===== config.mk =====
export PLATFORM = sky130hd
export DESIGN_NAME = abh
export DESIGN_NICKNAME = d
export VERILOG_FILES = /design/src/rtl/abh_pkg.sv /design/src/rtl/abh.sv
export SDC_FILE = /design/constraint.sdc
export NUM_CORES = 1
export LEC_CHECK = 0
export BUFFER_PORTS_ARGS = -buffer_cell sky130_fd_sc_hd__buf_2
export CORE_ASPECT_RATIO = 1.2
export CORE_MARGIN = 2
export CORE_UTILIZATION = 40
export DETAILED_ROUTE_END_ITERATION = 8
export MAX_ROUTING_LAYER = met4
export SLEW_MARGIN = 20
export SYNTH_ARGS = -nofsm -noshare
export SYNTH_HDL_FRONTEND = slang
export SYNTH_SLANG_ARGS = --single-unit

===== constraint.sdc =====
create_clock -name clk -period 2.7 [get_ports clk]
set_input_delay 0.54 -clock clk [delete_from_list [all_inputs] [get_ports clk]]
set_output_delay 0.54 -clock clk [all_outputs]
set_load 0.01 [all_outputs]

===== src/rtl/abh_pkg.sv =====
// Shared CPU address-path encodings: ABL/ABH base selects and ABH FSM states.
package abh_pkg;

  // ABL low-byte base select (companion stage feeding CO into ABH CI)
  typedef enum logic [2:0] {
    ABL_HOLD = 3'b000,
    ABL_ZP   = 3'b001,
    ABL_DB   = 3'b011,
    ABL_AHL  = 3'b100,
    ABL_PC   = 3'b101
  } abl_op_e;

  // ABH high-byte base select
  typedef enum logic [2:0] {
    ABH_HOLD = 3'b000,
    ABH_ZP   = 3'b001,
    ABH_STK  = 3'b010,
    ABH_DB   = 3'b011,
    ABH_AHH  = 3'b100,
    ABH_PC   = 3'b101,
    ABH_VEC  = 3'b110,
    ABH_RSVD = 3'b111
  } abh_op_e;

  localparam logic [7:0] ABH_STACK_PAGE  = 8'h01;
  localparam logic [7:0] ABH_VECTOR_PAGE = 8'hFF;

  typedef enum logic {
    ABH_IDLE  = 1'b0,
    ABH_FIXUP = 1'b1
  } abh_state_e;

endpackage


===== src/rtl/abh.sv =====
// Address bus high generator: base mux + carry adder, AHH hold register,
// and a one-cycle page-cross fixup FSM that stalls the sequencer.
module abh
  import abh_pkg::*;
#(
  parameter bit         FIXUP_EN  = 1'b1,
  parameter logic [7:0] ABH_RESET = 8'h00
) (
  input  logic       clk,
  input  logic       rst_n,
  input  logic       CI,
  input  logic [7:0] PCH,
  input  logic [7:0] DBH,
  input  logic [2:0] op,
  input  logic       defer,
  input  logic       ld_ahh,
  output logic [7:0] ABH,
  output logic [7:0] AHH,
  output logic       stall
);

  abh_state_e state_q, state_d;
  logic [7:0] abh_q, abh_d;
  logic [7:0] ahh_q, ahh_d;
  logic [7:0] base;

  // Base select; AHH reads the registered value, so a same-cycle load is not seen
  always_comb begin
    base = abh_q;
    case (abh_op_e'(op))
      ABH_HOLD: base = abh_q;
      ABH_ZP:   base = 8'h00;
      ABH_STK:  base = ABH_STACK_PAGE;
      ABH_DB:   base = DBH;
      ABH_AHH:  base = ahh_q;
      ABH_PC:   base = PCH;
      ABH_VEC:  base = ABH_VECTOR_PAGE;
      default:  base = abh_q;
    endcase
  end

  // Next-state: immediate or deferred carry, fixup increment, AHH load
  always_comb begin
    state_d = state_q;
    abh_d   = abh_q;
    ahh_d   = ld_ahh ? DBH : ahh_q;
    if (state_q == ABH_FIXUP) begin
      abh_d   = abh_q + 8'h01;
      state_d = ABH_IDLE;
    end else if (FIXUP_EN && defer) begin
      abh_d   = base;
      state_d = CI ? ABH_FIXUP : ABH_IDLE;
    end else begin
      abh_d = base + {7'b0, CI};
    end
  end

  // State registers with asynchronous reset
  always_ff @(posedge clk or negedge rst_n) begin
    if (!rst_n) begin
      state_q <= ABH_IDLE;
      abh_q   <= ABH_RESET;
      ahh_q   <= '0;
    end else begin
      state_q <= state_d;
      abh_q   <= abh_d;
      ahh_q   <= ahh_d;
    end
  end

  assign ABH   = abh_q;
  assign AHH   = ahh_q;
  assign stall = (state_q == ABH_FIXUP);

endmodule


==> impl_metrics.toml <==
[final_layout]
multi_input_area_um2 = 889.6
fin_util_pct = 50.36
regArea_um2 = 425.4
drive_gt1_share_pct = 39.67
antenna_cells = 0
nNetsFinal = 212
area_growth_syn_to_layout_pct = 21.87
nFillCells = 312

[synth]
synth_top_area_share_pct = 31.11
yosysWarnings = 0
synth_cells = 142
synth.most_common_cell = "dfrtp_1"
async_flop_share_pct = 100.0
ys_seq_area_share_pct = 31.11
synth_area_per_cell_um2 = 9.631
synth_largest_area_cell = "dfrtp_1"
synth_area_leaders = "dfrtp_1 (31%), mux2_2 (11%), a21o_1 (4.4%)"
syn_area_um2 = 1368
synth-seq-cells = 17
synth_cell_types = 40
synth_top_flop_cell = "dfrtp_1"
synth_edf_count = 0
synth_nets = 169
synth_common_cells = "dfrtp_1 (17), nand2_1 (14), mux2_2 (13)"

[sta]
tns_ps = 0
clock-skew-final_ps = 3.878
slew-limit-headroom_pct = 58.92
finalCriticalPeriod_ps = 2406
rsz0062_at_grt = "no"
setup_violations = 0
worstMarginPinSlew_ps = 616.2
fin_crit_sh_pct = 89.11
holdWs_ps = 205.1
max_freq_ghz = 0.4156
finalHoldViolCount = 0
drv_slew = 0

[worst_setup_path]
cp_common_cell = "ha_1"
cp-start-kind = "input port"
slowest_delay_ps = 640
timing.rr.start = "AHH[0]"
rr_worst_depth = 8
required_ps = 2860
regToRegSetupSlack_ps = 390
r2r_end = "ABH[6]"
path_cells = "buf_2 > or4b_2 > o211a_1 > ha_1 > ha_1 > nand2b_1 > a21oi_1 > and3_1 > a221oi_1"
critical_path.top_delay_family = "simple AND/OR/NAND/NOR gates"
cp.arrival_ps = 2560
crit_buf_inv = 1
critPathMaxFanout = 11
path_class = "in -> reg"
endpoint_kind = "flip-flop"
cp_slowest_cell = "or4b_2"

[floorplan]
ios = 41
die_h_um = 68.05
dieWidth_um = 57.38
rows = 23
core_area_um2 = 3309
die-area_um2 = 3904
initial_utilization_pct = 41.32

[clock_network]
cts_resized = 0
clk_pin_slew_ps = 70
clk_path_buf_depth = 2
cts_tree = "built"
numClockSinks = 17
numCtsBuffers = 3
cts_setup_buffers = 0
clockRootBuffer = "clkbuf_8"
clock_latency_ps = 260
h-tree-depth = 1
cts-hold-fix-buffers = 0

[pwr]
p_per_area_nw_per_um2 = 508.6
vdd_drop_max_uv = 365.1
power_mw = 0.8477
p_leak_nw = 0.7636

[place]
place_hpwl_um = 2706
gp_congestion = 0.8365
port-buffer-count = 40

[routing]
vias = 1267
routed_wl_um = 3431
wl_per_cell_um = 15.52
drtIter0Drc = 31
antenna_left = 0
first_pass_iters = 4
drc_errors = 0
vias_per_cell = 5.733

[global_route]
grt_pass1_vias = 1256
grt-ovfl-total = 0
track_usage_pct = 19.29
grt_pass1_wl_um = 5664
grt_max_degree = 21
antenna_found_initial = 0

[worst_hold_path]
hp-class = "in -> async"

[outcome]
status = "complete, no violations"

[run]
drv_cap = 0
worst register-to-register path: stages (launching register included):
cell and delay [ps]:
dfrtp_1 390, or4b_2 610, o211a_1 160, ha_1 210, ha_1 180, nand2b_1 130
a21oi_1 110, and3_1 180, a221oi_1 240
layer usage:
layer | track usage [%] | vias to the layer above | routed length, um
li1 | - | 620 | -
met1 | 22.95 | 612 | 1459
met2 | 33.95 | 29 | 1794
met3 | 2.457 | 6 | 132
met4 | 6.105 | 0 | 46
met5 | - | - | 0
state kept, by name, summed over array words and instances (netlist names):
signal	flops
AHH	8
ABH	8
stall	1
report_power, final:
group | leakage [nW] | total (mW) | switching, mW | internal, mW
clock network | 0.0228 | 0.199 | 0.0941 | 0.105
logic | 0.541 | 0.306 | 0.158 | 0.149
registers | 0.200 | 0.343 | 0.0511 | 0.291
total | 0.764 | 0.848 | 0.303 | 0.545
kinds of logic (layout without fill, tap and decap cells):
group                    count (synthesis)  count (layout)  share of synthesized area, %
AND/OR/NAND/NOR                         45              45                         17.20
AO/OA/AOI/OAI                           43              43                         25.71
multiplexers                            18              18                         16.19
flip-flops                              17              17                         31.11
buffers and inverters                   11              53                         3.842
XOR/XNOR                                 5               5                         3.203
adder cells (fa/ha/maj)                  3               3                         2.745
layout make-up:
cell class | count | share of cell area, %
Multi-Input combinational cell | 114 | 53.38
Sequential cell | 17 | 25.53
Timing Repair Buffer | 47 | 15.17
Tap cell | 37 | 2.778
Clock buffer | 4 | 2.703
Inverter | 2 | 0.4505
cell usage in the layout (no fill, tap or decap), drive strengths merged, types with 4 or more instances in the layout:
cell type	netlist	routed
clkbuf	4	4
dfrtp	17	17
buf	5	47
a221oi	6	6
mux2	13	13
a21oi	11	11
a21o	8	8
and3	5	5
nand2	15	15
nor2	7	7
o31a	4	4
nand2b	4	4
metrics by stage:
| stage | instance area, um^2 | std cells | setup WS, ps |
|---|---|---|---|
| after global routing | 1667 | 221 | 145.6 |
| final | 1667 | 221 | 294.0 |
| after global placement | 1622 | 217 | 70.02 |
| after CTS | 1667 | 221 | 294.1 |
| after floorplan | 1368 | 142 | 18.00 |
| after detailed placement | 1622 | 217 | 30.68 |
how the worst max path moves through the flow:
| stage | start | to | slack, ps | depth (start not counted) |
|---|---|---|---|---|
| 2_1_floorplan | op[2] | ABH[4] | 20 | 10 |
| 3_3_place_gp | op[0] | ABH[4] | 70 | 9 |
| 3_5_place_dp | op[0] | ABH[6] | 30 | 9 |
| 4_1_cts | op[0] | ABH[6] | 290 | 9 |
| 5_1_grt | op[2] | ABH[6] | 150 | 10 |
| 6_report | op[0] | ABH[6] | 290 | 9 |
(Power assumes the default switching activity.)
